--- config.mk ---
export PLATFORM = sky130hd
export DESIGN_NAME = mem_stage_flat
export DESIGN_NICKNAME = d
export VERILOG_FILES = /design/src/rtl/mem_stage_pkg.sv /design/src/rtl/mem_stage_if.sv /design/src/rtl/mem_stage_ld_select.sv /design/src/rtl/mem_stage.sv /design/src/flat_wrapper.sv
export SDC_FILE = /design/constraint.sdc
export NUM_CORES = 1
export LEC_CHECK = 0
export BUFFER_PORTS_ARGS = -buffer_cell sky130_fd_sc_hd__buf_4
export CORE_MARGIN = 2
export CORE_UTILIZATION = 44
export CTS_BUF_LIST = sky130_fd_sc_hd__clkbuf_4 sky130_fd_sc_hd__clkbuf_8
export CTS_CLUSTER_DIAMETER = 150
export CTS_CLUSTER_SIZE = 14
export DETAILED_ROUTE_END_ITERATION = 7
export PLACE_DENSITY = 0.73
export SYNTH_ARGS = -nofsm -noshare
export SYNTH_HDL_FRONTEND = slang
export SYNTH_SLANG_ARGS = --single-unit
--- constraint.sdc ---
create_clock -name clk -period 4.4 [get_ports clk]
set_input_delay 0.88 -clock clk [delete_from_list [all_inputs] [get_ports clk]]
set_output_delay 0.88 -clock clk [all_outputs]
set_load 0.05 [all_outputs]
--- src/rtl/mem_stage_pkg.sv ---
// Shared constants, FSM encoding and bus layouts for the MEM pipeline stage.
package mem_stage_pkg;

   localparam int unsigned EsToMsBusWd  = 136;
   localparam int unsigned MsToWsBusWd  = 126;
   localparam int unsigned StallBusWd   = 10;
   localparam int unsigned ForwardBusWd = 33;

   // Bit positions inside the one-hot inst_load field {lw,lb,lbu,lh,lhu,lwl,lwr}.
   localparam int unsigned LdLw  = 6;
   localparam int unsigned LdLb  = 5;
   localparam int unsigned LdLbu = 4;
   localparam int unsigned LdLh  = 3;
   localparam int unsigned LdLhu = 2;
   localparam int unsigned LdLwl = 1;
   localparam int unsigned LdLwr = 0;

   typedef enum logic [1:0] {
      StIdle = 2'b00,
      StWait = 2'b01,
      StHave = 2'b10
   } resp_state_e;

   typedef struct packed {
      logic [31:0] badvaddr;
      logic        bd;
      logic        exc;
      logic [7:0]  exc_type;
      logic        eret_flush;
      logic        cp0_wen;
      logic        res_from_cp0;
      logic [7:0]  cp0_addr;
      logic        res_from_mem;
      logic [6:0]  inst_load;
      logic [4:0]  ld_extd_op;
      logic        gr_we;
      logic [4:0]  dest;
      logic [31:0] alu_result;
      logic [31:0] pc;
   } es_to_ms_t;

   typedef struct packed {
      logic        bd;
      logic        exc;
      logic [7:0]  exc_type;
      logic [31:0] badvaddr;
      logic        eret_flush;
      logic        cp0_wen;
      logic        res_from_cp0;
      logic [7:0]  cp0_addr;
      logic [3:0]  rf_we;
      logic [4:0]  dest;
      logic [31:0] final_result;
      logic [31:0] pc;
   } ms_to_ws_t;

endpackage

--- src/rtl/mem_stage_if.sv ---
// Pipeline-side signals of the MEM stage: EXE input bus, WB output bus, data SRAM
// response channel and the stall/forward/exception side buses.
interface mem_stage_if
   import mem_stage_pkg::*;
#(
   parameter int unsigned ES_TO_MS_BUS_WD = EsToMsBusWd,
   parameter int unsigned MS_TO_WS_BUS_WD = MsToWsBusWd
);

   logic                        flush;
   logic                        ws_allowin;
   logic                        ms_allowin;
   logic                        es_to_ms_valid;
   logic [ES_TO_MS_BUS_WD-1:0]  es_to_ms_bus;
   logic                        data_sram_data_ok;
   logic [31:0]                 data_sram_rdata;
   logic                        ms_to_ws_valid;
   logic [MS_TO_WS_BUS_WD-1:0]  ms_to_ws_bus;
   logic [StallBusWd-1:0]       stall_ms_bus;
   logic [ForwardBusWd-1:0]     forward_ms_bus;
   logic                        ms_exc_eret;

   // The MEM stage itself.
   modport master (
      input  flush, ws_allowin, es_to_ms_valid, es_to_ms_bus,
      input  data_sram_data_ok, data_sram_rdata,
      output ms_allowin, ms_to_ws_valid, ms_to_ws_bus,
      output stall_ms_bus, forward_ms_bus, ms_exc_eret
   );

   // The surrounding pipeline (EXE, WB, data SRAM).
   modport slave (
      output flush, ws_allowin, es_to_ms_valid, es_to_ms_bus,
      output data_sram_data_ok, data_sram_rdata,
      input  ms_allowin, ms_to_ws_valid, ms_to_ws_bus,
      input  stall_ms_bus, forward_ms_bus, ms_exc_eret
   );

endinterface

--- src/rtl/mem_stage_ld_select.sv ---
// Load data extraction: picks and extends the addressed bytes of a little-endian
// read word and produces the matching per-byte register write strobes.
module mem_stage_ld_select
   import mem_stage_pkg::*;
(
   input  logic [6:0]  inst_load,
   input  logic [1:0]  addr,
   input  logic [31:0] rdata,
   output logic [31:0] result,
   output logic [3:0]  rf_we
);

   logic [7:0]  byte_sel;
   logic [15:0] half_sel;

   // Decode the one-hot load type into result and write strobes.
   always_comb begin
      byte_sel = 8'(rdata >> {addr, 3'b000});
      half_sel = addr[1] ? rdata[31:16] : rdata[15:0];
      result   = rdata;
      rf_we    = 4'b1111;
      unique case (1'b1)
         inst_load[LdLw]:  result = rdata;
         inst_load[LdLb]:  result = {{24{byte_sel[7]}}, byte_sel};
         inst_load[LdLbu]: result = {24'h0, byte_sel};
         inst_load[LdLh]:  result = {{16{half_sel[15]}}, half_sel};
         inst_load[LdLhu]: result = {16'h0, half_sel};
         // Unaligned pair: WB merges the unwritten bytes with the old rt.
         inst_load[LdLwl]: begin
            result = rdata << {~addr, 3'b000};
            rf_we  = 4'b1111 << ~addr;
         end
         inst_load[LdLwr]: begin
            result = rdata >> {addr, 3'b000};
            rf_we  = 4'b1111 >> addr;
         end
         default: ;
      endcase
   end

endmodule

--- src/rtl/mem_stage.sv ---
// MEM pipeline stage: holds one instruction from EXE, waits for in-order data SRAM
// responses, discards responses of flushed loads and hands results to WB.
module mem_stage
   import mem_stage_pkg::*;
#(
   parameter int unsigned ES_TO_MS_BUS_WD = EsToMsBusWd,
   parameter int unsigned MS_TO_WS_BUS_WD = MsToWsBusWd
) (
   input logic         clk,
   input logic         resetn,
   mem_stage_if.master pipe
);

   logic                       ms_valid_q;
   logic [ES_TO_MS_BUS_WD-1:0] es_bus_q;
   resp_state_e                state_q;
   logic [1:0]                 drop_cnt_q, drop_cnt_d;
   logic [31:0]                rdata_buf_q;

   es_to_ms_t es, es_in;
   ms_to_ws_t ms_out;

   logic        need_data, usable_ok, data_got, ready_go, ms_allowin;
   logic        accept, accept_need, drop_inc, drop_dec;
   logic [31:0] ld_rdata, ld_result;
   logic [3:0]  ld_we;
   logic        unused_fields;

   assign es    = es_to_ms_t'(es_bus_q);
   assign es_in = es_to_ms_t'(pipe.es_to_ms_bus);

   assign unused_fields = ^{es.ld_extd_op, es_in};

   assign need_data = es.res_from_mem && !es.exc;
   // A response is ours only while waiting and with no stale responses pending.
   assign usable_ok = pipe.data_sram_data_ok && (drop_cnt_q == 2'd0) && (state_q == StWait);
   assign data_got  = (state_q == StHave) || usable_ok;
   assign ready_go  = !need_data || data_got;
   assign ms_allowin = !ms_valid_q || (ready_go && pipe.ws_allowin);

   assign accept      = pipe.es_to_ms_valid && ms_allowin;
   assign accept_need = accept && es_in.res_from_mem && !es_in.exc;

   assign drop_dec = pipe.data_sram_data_ok && (drop_cnt_q != 2'd0);
   // Flush orphans an outstanding request: one already waiting, or one issued now.
   assign drop_inc = pipe.flush && (((state_q == StWait) && !usable_ok) || accept_need);

   // Next drop count, saturating at both ends.
   always_comb begin
      drop_cnt_d = drop_cnt_q;
      if (drop_inc && !drop_dec) begin
         if (drop_cnt_q != 2'd3) drop_cnt_d = drop_cnt_q + 2'd1;
      end else if (drop_dec && !drop_inc) begin
         drop_cnt_d = drop_cnt_q - 2'd1;
      end
   end

   // Stage register, response FSM, drop counter and held read data.
   always_ff @(posedge clk) begin
      if (!resetn) begin
         ms_valid_q  <= 1'b0;
         es_bus_q    <= '0;
         state_q     <= StIdle;
         drop_cnt_q  <= 2'd0;
         rdata_buf_q <= 32'h0;
      end else begin
         drop_cnt_q <= drop_cnt_d;
         if (accept) es_bus_q <= pipe.es_to_ms_bus;
         if (usable_ok) rdata_buf_q <= pipe.data_sram_rdata;
         if (pipe.flush) begin
            ms_valid_q <= 1'b0;
            state_q    <= StIdle;
         end else if (ms_allowin) begin
            ms_valid_q <= pipe.es_to_ms_valid;
            state_q    <= accept_need ? StWait : StIdle;
         end else if (usable_ok) begin
            state_q <= StHave;
         end
      end
   end

   assert property (@(posedge clk) disable iff (!resetn) drop_cnt_q != 2'd3)
      else $fatal(1, "mem_stage: drop counter saturated");

   assign ld_rdata = (state_q == StHave) ? rdata_buf_q : pipe.data_sram_rdata;

   mem_stage_ld_select u_ld_select (
      .inst_load (es.inst_load),
      .addr      (es.alu_result[1:0]),
      .rdata     (ld_rdata),
      .result    (ld_result),
      .rf_we     (ld_we)
   );

   // Assemble the WB bus; exception fields pass straight through.
   always_comb begin
      ms_out              = '0;
      ms_out.bd           = es.bd;
      ms_out.exc          = es.exc;
      ms_out.exc_type     = es.exc_type;
      ms_out.badvaddr     = es.badvaddr;
      ms_out.eret_flush   = es.eret_flush;
      ms_out.cp0_wen      = es.cp0_wen;
      ms_out.res_from_cp0 = es.res_from_cp0;
      ms_out.cp0_addr     = es.cp0_addr;
      ms_out.dest         = es.dest;
      ms_out.pc           = es.pc;
      ms_out.final_result = need_data ? ld_result : es.alu_result;
      if (es.exc)         ms_out.rf_we = 4'b0000;
      else if (need_data) ms_out.rf_we = ld_we;
      else                ms_out.rf_we = {4{es.gr_we}};
   end

   assign pipe.ms_allowin     = ms_allowin;
   assign pipe.ms_to_ws_valid = ms_valid_q && ready_go;
   assign pipe.ms_to_ws_bus   = MS_TO_WS_BUS_WD'(ms_out);
   assign pipe.stall_ms_bus   = {{5{ms_valid_q & es.gr_we}}, es.dest};
   assign pipe.forward_ms_bus = {ms_valid_q && ready_go && !es.res_from_cp0, ms_out.final_result};
   assign pipe.ms_exc_eret    = ms_valid_q && (es.exc || es.eret_flush);

endmodule

--- src/flat_wrapper.sv ---
// flat-port wrapper written by rule: the top's interface ports become plain ports
module mem_stage_flat import mem_stage_pkg::*;
#(
   parameter int unsigned ES_TO_MS_BUS_WD = EsToMsBusWd,
   parameter int unsigned MS_TO_WS_BUS_WD = MsToWsBusWd
)
  (clk, resetn, pipe_flush, pipe_ws_allowin, pipe_es_to_ms_valid, pipe_es_to_ms_bus, pipe_data_sram_data_ok, pipe_data_sram_rdata, pipe_ms_allowin, pipe_ms_to_ws_valid, pipe_ms_to_ws_bus, pipe_stall_ms_bus, pipe_forward_ms_bus, pipe_ms_exc_eret);
  mem_stage_if #(.ES_TO_MS_BUS_WD(ES_TO_MS_BUS_WD), .MS_TO_WS_BUS_WD(MS_TO_WS_BUS_WD)) pipe_i ();
  input logic clk;
  input logic resetn;
  input wire logic [$bits(pipe_i.flush)-1:0] pipe_flush;
  input wire logic [$bits(pipe_i.ws_allowin)-1:0] pipe_ws_allowin;
  input wire logic [$bits(pipe_i.es_to_ms_valid)-1:0] pipe_es_to_ms_valid;
  input wire logic [$bits(pipe_i.es_to_ms_bus)-1:0] pipe_es_to_ms_bus;
  input wire logic [$bits(pipe_i.data_sram_data_ok)-1:0] pipe_data_sram_data_ok;
  input wire logic [$bits(pipe_i.data_sram_rdata)-1:0] pipe_data_sram_rdata;
  output wire logic [$bits(pipe_i.ms_allowin)-1:0] pipe_ms_allowin;
  output wire logic [$bits(pipe_i.ms_to_ws_valid)-1:0] pipe_ms_to_ws_valid;
  output wire logic [$bits(pipe_i.ms_to_ws_bus)-1:0] pipe_ms_to_ws_bus;
  output wire logic [$bits(pipe_i.stall_ms_bus)-1:0] pipe_stall_ms_bus;
  output wire logic [$bits(pipe_i.forward_ms_bus)-1:0] pipe_forward_ms_bus;
  output wire logic [$bits(pipe_i.ms_exc_eret)-1:0] pipe_ms_exc_eret;
  assign pipe_i.flush = pipe_flush;
  assign pipe_i.ws_allowin = pipe_ws_allowin;
  assign pipe_i.es_to_ms_valid = pipe_es_to_ms_valid;
  assign pipe_i.es_to_ms_bus = pipe_es_to_ms_bus;
  assign pipe_i.data_sram_data_ok = pipe_data_sram_data_ok;
  assign pipe_i.data_sram_rdata = pipe_data_sram_rdata;
  assign pipe_ms_allowin = pipe_i.ms_allowin;
  assign pipe_ms_to_ws_valid = pipe_i.ms_to_ws_valid;
  assign pipe_ms_to_ws_bus = pipe_i.ms_to_ws_bus;
  assign pipe_stall_ms_bus = pipe_i.stall_ms_bus;
  assign pipe_forward_ms_bus = pipe_i.forward_ms_bus;
  assign pipe_ms_exc_eret = pipe_i.ms_exc_eret;
  mem_stage #(.ES_TO_MS_BUS_WD(ES_TO_MS_BUS_WD), .MS_TO_WS_BUS_WD(MS_TO_WS_BUS_WD)) u_core (.clk(clk), .resetn(resetn), .pipe(pipe_i));
endmodule
Word-level counts from Yosys, hierarchy flattened:

Cells that the tools add are included.

* flip-flop bits (word level): 173
* input port bits: 174
* logic and storage cells: 65

* $add $sub $neg: 2
* equality and inequality tests: 4
* shift-type cells: 4
* muxes and demuxes: 13
* bitwise logic cells: 3
* reduce and logical (&&, ||, !) cells: 34

Operator list (count)
* $pmux 32 s6: 1
* $mux 32: 2
* $shl 32x5->32: 1
* $shr 32x5->32: 1
* $mux 16: 1
* $logic_and 1x1->1: 15
* $mux 2: 5
* $logic_not 1->1: 8
* $mux 4: 2
* $pmux 4 s2: 1
* $reduce_bool 2->1: 3
* $logic_or 1x1->1: 5
* $ne 2x2->1 const B: 2
* $shl 4x2->4 const A: 1
* $shr 4x2->4 const A: 1
* $add 2x1->2 const B: 1
* $eq 2x1->1 const B: 1
* $eq 2x2->1 const B: 1
* $logic_not 2->1: 1
* $not 2->2: 1
* $reduce_and 2->1: 1
* $reduce_or 2->1: 1
* $sub 2x1->2 const B: 1
* $and 1x1->1: 1
* other kinds (2): 2

Depth between registers and ports, before layout:

Gate-level depths: netlist (run 1).

* word-level depth: 16
* gate-level depth with buffers: 11

By module:

Synthesis (run 1) repeated with hierarchy kept, for this count alone.

* cells, all modules: 1151
* area total of the unflattened synthesis: 9994.6 um^2

By module, submodules not included
* mem_stage: times used 1, cells each 964, area an instance 8557.0 um^2, seq. area each 3363.2 um^2
* mem_stage_ld_select: times used 1, cells each 187, area an instance 1437.6 um^2, seq. area each 0.0 um^2

Least setup slack after synthesis (run 1):

Ideal clock, no wire load.

* path type: input-to-output
* from: in pipe_data_sram_rdata[23]
* to: out pipe_ms_to_ws_bus[46]
* data arrival time: 2.748 ns
* path slack: 0.772 ns
* cell stages on the path: 6
* path buffers: 1
* cells stage by stage: mux2i_2 -> mux2i_1 -> a31o_2 -> a21oi_1 -> a31oi_1 -> buf_4

* cells in the longest elaborated chain, start to end: 4

Ends and longest elaborated chain
* from (decl): line flat_wrapper.sv:16 `input wire logic [$bits(pipe_i.data_sram_rdata)-1:0] pipe_data_sram_rdata;`
* $mux 32: line mem_stage.sv:85 `assign ld_rdata = (state_q == StHave) ? rdata_buf_q : pipe.data_sram_rdata;`
* $shr 32x5->32: line mem_stage_ld_select.sv:18 `byte_sel = 8'(rdata >> {addr, 3'b000});`
* $pmux 32 s6: line mem_stage_ld_select.sv:22 `unique case (1'b1)`
* $mux 32: line mem_stage.sv:108 `ms_out.final_result = need_data ? ld_result : es.alu_result;`
* to (decl): line flat_wrapper.sv:19 `output wire logic [$bits(pipe_i.ms_to_ws_bus)-1:0] pipe_ms_to_ws_bus;`

No other way between the ends.

Worst setup path after layout (run 1):

* from: reg u_core.state_q[0]
* to: out pipe_forward_ms_bus[25]

* cells in the longest elaborated chain, start to end: 5
* elaborated cells on any way between the ends: 7
* those cells by class: eq/ne: 1; shift: 2; mux: 4

Ends and longest elaborated chain
* from (decl): line mem_stage.sv:16 `resp_state_e state_q;`
* from (signal assigned): line mem_stage.sv:63 `state_q <= StIdle;`
* from (signal assigned): line mem_stage.sv:72 `state_q <= StIdle;`
* from (signal assigned): line mem_stage.sv:75 `state_q <= accept_need ? StWait : StIdle;`
* $eq 2x2->1 (*): line mem_stage.sv:85
* $mux 32 (*): line mem_stage.sv:85
* $shr 32x5->32, or another cell as far along: line mem_stage_ld_select.sv:18
* $pmux 32 s6 (*): line mem_stage_ld_select.sv:22
* $mux 32 (*): line mem_stage.sv:108
* to (decl): line flat_wrapper.sv:21 `output wire logic [$bits(pipe_i.forward_ms_bus)-1:0] pipe_forward_ms_bus;`

Every way passes the cells marked *; elsewhere a longest branch is shown, timed or not.

==> metrics.md, run 1 <==
| Metric | Value |
|---|---|
| Die Height | 148.7 um |
| Clock skew | 0.01627 ns |
| GPL Wtd Cong | 0.9115 |
| DR pass1 iterations | 8 |
| CP endpoint kind | output port |
| DR DRC count | 0 |
| Pwr/cell area | 353.1 nW/um^2 |
| FF-to-FF End | u_core.es[33] |
| Vias per inst | 5.137 |
| Worst Path Arrival | 3.24 ns |
| Final hold violation count | 0 |
| Initial core utilization | 45.23% |
| Number of global-route vias before repair | 7,599 |
| Hold Crit Class | register to register |
| Relative slew slack | 43.92% |
| Post-CTS Setup Inserts | 0 |
| Hold Slack | 0.4558 ns |
| FF-to-FF Start | u_core.state_q[0] |
| Final core occ | 55.61% |
| # IOs | 346 |
| TritonCTS Buffers | 17 |
| Post-Layout Cell Count | 1,597 |
| Core Box Area | 20,360 um^2 |
| Clk_lat worst skew | 0.47 ns |
| P&R area growth vs syn | 22.96% |
| Area taken by multi-input logic gates | 4462 um^2 |
| Mapped Cells | 1,144 |
| Die width | 148.7 um |
| Vias | 8,204 |
| # clock sinks | 167 |
| RSZ-0062 raised after global routing | false |
| Final Max Tran Viols | 0 |
| H-tree levels | 4 |
| #FFs+latches synth | 167 |
| CTS root buf | clkbuf_8 |
| EDFF count, synth | 0 |
| Inserted Diodes | 0 |
| Worst Path Required | 3.52 ns |
| Yosys top cell by area | dfxtp_1 |
| Post-DP HPWL | 19.27 mm |
| Crit start category | register |
| CP max stage cell | nand2b_4 |
| Post-route ant nets | 0 |
| Sequential area share after synthesis | 36.30% |
| Post-Syn Area | 9210 um^2 |
| Worst Path Class, Setup | register to output port |
| # fillers | 1,953 |
| Synthesized net count | 1,318 |
| Top post-synthesis cells by area | dfxtp_1 36%, nand2_1 14%, buf_4 11% |
| Setup TNS Final | 0 ns |
| DIE AREA | 22,110 um^2 |
| Port buffer count | 339 |
| Synth Area per Inst | 8.051 um^2 |
| Dominant synthesized flop cell | dfxtp_1 |
| Post-DR wirelength/cell | 16.87 um |
| CP startpoint | u_core.state_q[0] |
| Row cnt | 52 |
| CP cell instances | nand2b_4, mux2i_2, mux2i_1, a31o_2, nand2b_1, o32a_1, buf_4 |
| Most common cell after layout, fill and taps aside | buf_4 |
| Placed Instances | 1,566 |
| Max stage delay on crit path | 0.49 ns |
| Antenna violations before repair | 0 |
| Placed instance area | 10,890 um^2 |
| Yosys Warn Count | 0 |
| First-pass GRT wire length | 40.39 mm |
| Sequential cell area | 3343 um^2 |
| Number of max-cap violations | 0 |
| Clk buf depth | 2 |
| VDD IR max | 0.2510 mV |
| GRT Util Overall | 23.37% |
| Synth cell types | 48 |
| Reg2reg path depth | 8 |
| Status | completed |
| Setup crit end | pipe_forward_ms_bus[25] |
| Pleak | 5.125 nW |
| Worst reg2reg setup slack | 1.69 ns |
| CTS tree | yes |
| Fin crit share | 93.54% |
| Final setup fails | 0 |
| Layout cells sized above 1 | 31.42% |
| Nets | 1,489 |
| FFs w/ async S/R, synth | 0% |
| Pin count of the biggest net entering global routing | 93 |
| Top cell type's share of synthesized area | 36.30% |
| Final instance area | 11,320 um^2 |
| Worst slew pin tran | 0.8412 ns |
| Max Fclk | 243.0 MHz |
| Remaining global-route overflow | 0 |
| Crit Path Max Fanout | 31 |
| Post-Route WL | 26.94 mm |
| Commonest non-fill, non-tap cells in the layout | 358 x buf_4, 335 x nand2_1, 167 x dfxtp_1 |
| Clk slew on worst S/H paths | 0.09 ns |
| 1st-iter DRT viols | 726 |
| Final min period | 4.116 ns |
## cell families (layout without fill, tap and decap cells)
family	after synthesis	in the layout	synth area share, %
buffers and inverters	214	397	15.49
and+or+nand+nor	419	419	18.54
muxes	69	69	7.771
DFF	167	167	36.30
AOI/OAI and AO/OA	275	275	21.90
## state kept, by name, indices dropped and copies added, names as in the netlist
register / cells
u_core.state_q: 2
u_core.drop_cnt_q: 2
u_core.es: 130
u_core.rdata_buf_q: 32
u_core.ms_valid_q: 1
## timing repair
item / 4_1_cts / 5_1_grt
setup endpoints to repair: 0 / 16
resized for setup: 0 / 1
hold buffers: 0 / 0
## critical path: cells and delay by family (launching register included)
| family | cells | cell delay (ns) |
|---|---|---|
| AO/OA/AOI/OAI | 2 | 0.78 |
| buffers and inverters | 1 | 0.21 |
| flip-flops | 1 | 0.39 |
| AND/OR/NAND/NOR | 2 | 0.78 |
| multiplexers | 2 | 0.63 |
## layer usage
layer,part of all wire (%),global-route usage (%),vias to the layer above
met3,8.2,6.564,33
met2,49,39.91,324
met1,41,29.01,3796
met5,0,0,-
li1,-,-,4051
met4,1.6,6.286,0
## area by class of cell
type	instances	area share, %
clock inverter	13	1.624
timing repair buffer	360	24.09
sequential	167	29.52
clock buffer	18	2.188
inverter	6	0.1989
tap	270	2.983
multi-input combinational	763	39.40
## how the worst min path moves through the flow
stage               endpoint  cells past startpoint          start
4_1_cts        u_core.es[95]                      2  u_core.es[95]
6_report       u_core.es[95]                      2  u_core.es[95]
2_1_floorplan  u_core.es[56]                      2  u_core.es[56]
5_1_grt        u_core.es[13]                      2  u_core.es[13]
3_3_place_gp   u_core.es[13]                      2  u_core.es[13]
3_5_place_dp   u_core.es[20]                      2  u_core.es[20]
## power by group
part | switching, mW | internal [mW]
registers | 0.0457 | 1.58
logic | 0.755 | 0.390
clock network | 0.633 | 0.593
total | 1.43 | 2.57
## cells in the mapped netlist, types with 2 or more instances
master,count
a21boi_1,89
o22a_1,13
buf_6,9
nand4_1,3
nor3_1,2
clkbuf_1,40
inv_2,2
buf_4,137
a21oi_2,2
a31oi_1,2
nor2b_1,16
mux2i_1,60
o31ai_1,2
inv_1,4
a21oi_1,40
dfxtp_1,167
nor2_1,38
o221ai_1,9
a222oi_1,7
nand2_1,336
nand2b_1,6
a21boi_0,74
mux2_2,7
nand3_1,2
o22ai_1,5
o32a_1,8
a221oi_1,7
nor3b_1,2
o21ai_0,11
and2_1,7
buf_2,20
## through the flow
stage	worst slack, ns	total power, mW
final	0.2842	3.999
after global routing	0.09821	4.151
after CTS	0.2420	4.027
after detailed placement	0.7263	2.806
after global placement	0.7339	2.798
after floorplan	0.7722	2.513
(Power assumes the default switching activity.)
==> run 2, diff against run 1 <==
Settings changed: CORE_MARGIN 2 to not set, RECOVER_POWER set to 100.
==> run 2 against run 1 <==
  * The run now ends with capacitance limit, slew limit left
  * Critical path depth rose by 1
  * Clock skew rose by 0.0075 ns
  * Worst setup slack got worse by 0.14 ns
  * Register-to-register slack got worse by 1.3 ns
  * Die area fell by 2.7%
  * Sequential share of layout area rose by 1.8 points
  * Via count rose by 1.2%
  * Maximum frequency fell by 3.4%
  * Non-clock buffer count fell by 2
  * Critical path type unchanged
  * Critical endpoint unchanged
  * Largest power group unchanged
==> metrics.md, run 2 (synthesis gave the netlist of run 1 again) <==
| Metric | Value |
|---|---|
| Post-CTS Setup Inserts | 0 |
| FF-to-FF Start | u_core.state_q[0] |
| Hold endpoint | u_core.es[95] |
| Post-Route WL | 26.61 mm |
| Vias | 8,304 |
| # fillers | 2,122 |
| Die Height | 146.7 um |
| GPL Wtd Cong | 0.9388 |
| Area taken by multi-input logic gates | 4439 um^2 |
| 1st-iter DRT viols | 634 |
| Final core occ | 52.45% |
| Post-route ant nets | 0 |
| Max stage delay on crit path | 0.77 ns |
| CP max stage cell | nand2b_1 |
| Relative slew slack | -31.11% |
| CTS tree | yes |
| Pleak | 4.545 nW |
| Crit start category | register |
| Post-DP HPWL | 19.39 mm |
| Number of max-cap violations | 2 |
| Remaining global-route overflow | 0 |
| Worst Path Required | 3.52 ns |
| Final Max Tran Viols | 69 |
| Initial core utilization | 45.23% |
| FF-to-FF End | u_core.es[12] |
| Clk buf depth | 2 |
| H-tree levels | 4 |
| Hold Path Depth | 2 |
| GRT Util Overall | 24.31% |
| Commonest non-fill, non-tap cells in the layout | 335 x nand2_1, 191 x buf_4, 167 x dfxtp_1 |
| Failing checks | capacitance limit, slew limit |
| Antenna violations before repair | 1 |
| CP endpoint kind | output port |
| Worst path most repeated cell | mux2i_1 |
| CP cell instances | nand2b_1, mux2i_1, clkbuf_1, mux2i_1, mux2i_1, nor2b_1, o32a_1, buf_4 |
| Hold Crit Start | u_core.es[95] |
| Inserted Diodes | 0 |
| TritonCTS Buffers | 17 |
| Vias per inst | 5.200 |
| Layout cells sized above 1 | 22.46% |
| Final min period | 4.260 ns |
| Port buffer count | 339 |
| Clk slew on worst S/H paths | 0.09 ns |
| Setup WS pre-CTS | 0.7034 ns |
| Reg2reg path depth | 8 |
| Worst reg2reg setup slack | 0.42 ns |
| First-pass GRT wire length | 41.20 mm |
| # IOs | 346 |
| Post-CTS Hold Buffers | 0 |
| Worst Path Class, Setup | register to output port |
| Worst Path Arrival | 3.38 ns |
| DR DRC count | 0 |
| Number of global-route vias before repair | 7,844 |
| Clock skew | 0.02375 ns |
| Pwr/cell area | 352.6 nW/um^2 |
| CTS resizes | 0 |
| Most common cell after layout, fill and taps aside | nand2_1 |
| CTS root buf | clkbuf_8 |
| Fin crit share | 96.81% |
| Pin count of the biggest net entering global routing | 107 |
| DIE AREA | 21,520 um^2 |
| Final hold violation count | 0 |
| VDD IR max | 0.1616 mV |
| P&R area growth vs syn | 15.98% |
| DR pass1 iterations | 6 |
| Die width | 146.7 um |
| Clk_lat worst skew | 0.47 ns |
| Status | finished, violations left |
| Nets | 1,488 |
| Final setup margin | 0.1403 ns |
| Core Box Area | 20,360 um^2 |
| Final setup fails | 0 |
| Sequential cell area | 3343 um^2 |
| Hold Crit Class | register to register |
| Post-DR wirelength/cell | 16.66 um |
| # clock sinks | 167 |
| Max FFs per register | 130 |
| RSZ-0062 raised after global routing | false |
| Row cnt | 52 |
| Worst slew pin tran | 1.967 ns |
| Setup TNS Final | 0 ns |
| Max Fclk | 234.8 MHz |
| Crit Path Max Fanout | 15 |
## run 2: changes by cell type in the layout (fill, tap and decap cells not counted), moves of 3 or more
cell,previous run,this run
clkbuf_1,0,111
buf_4,358,191
clkbuf_2,0,50
clkbuf_4,0,3
a21boi_0,74,159
a21boi_1,89,4
bufinv_16,3,0
## run 2: critical path, delay by kind of cell (launching register included)
| family | cells | cell delay [ns] |
|---|---|---|
| muxes | 3 | 0.76 |
| and+or+nand+nor | 2 | 0.89 |
| buffers and inverters | 2 | 0.51 |
| DFF | 1 | 0.43 |
| AOI/OAI and AO/OA | 1 | 0.33 |
## run 2: routing by layer
layer	up-vias	GRT usage [%]	wire length, um
met1	3842	28.95	10820
met4	2	9.948	726
met2	350	41.66	13050
li1	4049	-	-
met5	-	0	13
met3	61	5.906	1998
## run 2: through the flow
step / hold slack [ns] / power (mW) / instance area, um^2 / cells
floorplan: 0.4352 / 2.513 / 9210 / 1144
global placement: 0.4401 / 2.789 / 10860 / 1564
detailed placement: 0.4450 / 2.801 / 10860 / 1564
CTS: 0.4584 / 3.889 / 11240 / 1596
global route: 0.4721 / 3.933 / 10680 / 1597
finish: 0.4550 / 3.767 / 10680 / 1597
## run 2: worst max path at each step
stage                                   startpoint                 endpoint  slack, ns  cells past startpoint
after detailed placement         u_core.state_q[0]    pipe_ms_to_ws_bus[59]       0.70                      8
final                            u_core.state_q[0]  pipe_forward_ms_bus[25]       0.14                      8
after CTS                        u_core.state_q[0]    pipe_ms_to_ws_bus[59]       0.19                      8
after global placement     pipe_data_sram_rdata[7]  pipe_forward_ms_bus[23]       0.72                      7
after global routing             u_core.state_q[0]  pipe_forward_ms_bus[25]       0.06                      8
after floorplan           pipe_data_sram_rdata[23]    pipe_ms_to_ws_bus[46]       0.77                      6
## run 2: area by class of cell
| class | count | area share [%] |
|---|---|---|
| multi-input cells | 764 | 41.56 |
| repair buffers | 358 | 20.16 |
| clock inverters | 15 | 1.417 |
| clock buffers | 17 | 2.190 |
| well taps | 270 | 3.163 |
| inverters | 6 | 0.2108 |
| flip-flops and latches | 167 | 31.30 |
## run 2: report_power, final
group	internal [mW]	leakage (nW)	switching [mW]
registers	1.58	1.37	0.0458
logic	0.302	2.98	0.747
clock network	0.424	0.195	0.665
==> run 3, diff against run 2 <==
Settings changed: SETUP_SLACK_MARGIN set to 0.4.
==> run 3 against run 2 <==
  * The run still ends with capacitance limit, slew limit left
  * First-iteration DRC count is 4.7% lower
  * Cell count up 0.31%
  * Wire length rose by 0.50%
  * Clock power hardly changed
  * Maximum frequency grew 3.4%
  * Clock skew shrank 0.00078 ns
  * Non-clock buffer count up 5
  * Design area up 0.69%
  * Combinational power is essentially flat
  * Die area unchanged
  * Largest cell class unchanged
==> metrics.md, run 3 (synthesis gave the netlist of run 1 again) <==
| Metric | Value |
|---|---|
| Status | finished, violations left |
| Failing checks | capacitance limit, slew limit |
| Pin count of the biggest net entering global routing | 107 |
| Worst slew pin tran | 1.904 ns |
| Clock power frac | 28.9% |
| CP endpoint kind | output port |
| Core Box Area | 20,360 um^2 |
| Most common cell after layout, fill and taps aside | nand2_1 |
| Clk slew on worst S/H paths | 0.09 ns |
| Number of max-cap violations | 2 |
| Remaining global-route overflow | 0 |
| Row cnt | 52 |
| Number of global-route vias before repair | 7,857 |
| GPL Wtd Cong | 0.9388 |
| Clock skew | 0.02297 ns |
| Commonest non-fill, non-tap cells in the layout | 335 x nand2_1, 202 x buf_4, 166 x dfxtp_1 |
| Clk_lat worst skew | 0.47 ns |
| Final min period | 4.118 ns |
| Inserted Diodes | 0 |
| Post-route ant nets | 0 |
| First-pass GRT wire length | 41.46 mm |
| Die width | 146.7 um |
| Final hold violation count | 0 |
| Reg power frac | 43.2% |
| DR DRC count | 0 |
| CP max stage cell | nor2b_1 |
| Post-DP HPWL | 19.39 mm |
| Internal Power | 2.310 mW |
| H-tree levels | 4 |
| RSZ-0062 raised after global routing | true |
| Switch Pwr | 1.461 mW |
| Pwr/cell area | 350.6 nW/um^2 |
| Relative slew slack | -26.93% |
| P&R area growth vs syn | 16.78% |
| Worst Path Arrival | 3.24 ns |
| Fin crit share | 93.60% |
| 1st-iter DRT viols | 604 |
| Switch share | 38.73% |
| CP cell instances | nor2b_1, nand2_1, o21ai_0, a221oi_1, a21oi_1, clkbuf_1 |
| Design Power | 3.771 mW |
| Port buffer count | 339 |
| Worst Path Class, Setup | register to output port |
| Buf/Inv on CP | 1 |
| Layout cells sized above 1 | 21.47% |
| DIE AREA | 21,520 um^2 |
| Die Height | 146.7 um |
| Nets | 1,493 |
| Initial core utilization | 45.23% |
| Post-Route WL | 26.74 mm |
| Final setup fails | 0 |
| CP delay by family, top | simple AND/OR/NAND/NOR gates |
| Max stage delay on crit path | 0.82 ns |
| Worst Path Required | 3.52 ns |
| Max FFs per register | 130 |
| GRT Util Overall | 24.52% |
| TritonCTS Buffers | 17 |
| Antenna violations before repair | 1 |
| Combinational power share | 27.9% |
| Clk buf depth | 2 |
| Setup TNS Final | 0 ns |
| Post-CTS Hold Buffers | 0 |
| Vias | 8,313 |
| Max Fclk | 242.8 MHz |
| Crit Path Max Fanout | 17 |
| VDD IR max | 0.1629 mV |
| CTS tree | yes |
| Pleak | 4.476 nW |
| Post-DR wirelength/cell | 16.69 um |
| Vias per inst | 5.189 |
| # clock sinks | 167 |
| # fillers | 2,118 |
| DR pass1 iterations | 6 |
| CTS root buf | clkbuf_8 |
| Hold Crit Class | register to register |
| Final Max Tran Viols | 69 |
| # IOs | 346 |
| Crit start category | register |
[run 3: cell count changes in the layout (fill, tap and decap cells not counted), moves of 3 or more]
cell      change
mux2i_1       -5
clkbuf_1     +24
clkbuf_2     -27
mux2i_2       +4
buf_4        +11
clkbuf_4      -3
[run 3: power by group through the flow]
stage,registers [mW],clock network [mW],logic (mW)
6_report,1.63,1.09,1.05
5_1_grt,1.64,1.18,1.11
4_1_cts,1.63,1.12,1.14
3_5_place_dp,1.66,0,1.14
3_3_place_gp,1.66,0,1.13
2_1_floorplan,1.65,0,0.866
[run 3: routing by layer]
| metal | part of all wire, % | vias up | GRT usage, % |
|---|---|---|---|
| li1 | - | 4064 | - |
| met1 | 40 | 3862 | 29.31 |
| met2 | 49 | 333 | 42.09 |
| met3 | 8.2 | 52 | 5.906 |
| met4 | 2.5 | 2 | 9.740 |
| met5 | 0.049 | - | 0 |
[run 3: worst register-to-register path, stage by stage (launching register included)]
cell and delay, ns:
dfxtp_1 0.47, nand2b_2 0.50, o211ai_1 0.22, a21oi_1 0.32, inv_1 0.15, nand2_2 0.98, clkbuf_2 0.77, nand2_1 0.12
a21boi_0 0.20
[run 3: repair_timing]
action / in CTS / in global routing
setup endpoints to repair: 34 / 44
cloned: 1 / 0
resized for setup: 5 / 6
buffers inserted: 0 / 5
[run 3: final cells by class]
cell class / instances / area (um^2) / share of cell area, %
Multi-Input combinational cell: 764 / 4467 / 41.53
Clock buffer: 17 / 234.0 / 2.175
Sequential cell: 167 / 3344 / 31.10
Clock inverter: 15 / 151.4 / 1.408
Tap cell: 270 / 337.8 / 3.141
Timing Repair Buffer: 363 / 2198 / 20.44
Inverter: 6 / 22.52 / 0.2094
[run 3: stage by stage]
stage	util [%]	worst slack, ns	hold WS [ns]	instances	instance area, um^2
floorplan	-	0.7722	0.4352	1144	9210
global placement	53.32	0.7250	0.4401	1564	10860
detailed placement	53.32	0.7034	0.4450	1564	10860
CTS	55.36	0.4009	0.4584	1597	11270
global route	52.81	0.1908	0.4721	1602	10760
finish	52.81	0.2817	0.4570	1602	10760
[run 3: worst paths after layout]
path	startpoint	endpoint	slack, ns	depth (start not counted)
hold / removal	u_core.es[95]	u_core.es[95]	0.46	2
setup / recovery	u_core.es[33]	pipe_ms_to_ws_bus[43]	0.28	6
hold reg to reg	u_core.es[95]	u_core.es[95]	0.46	2
setup reg to reg	u_core.state_q[0]	u_core.es[12]	0.61	8
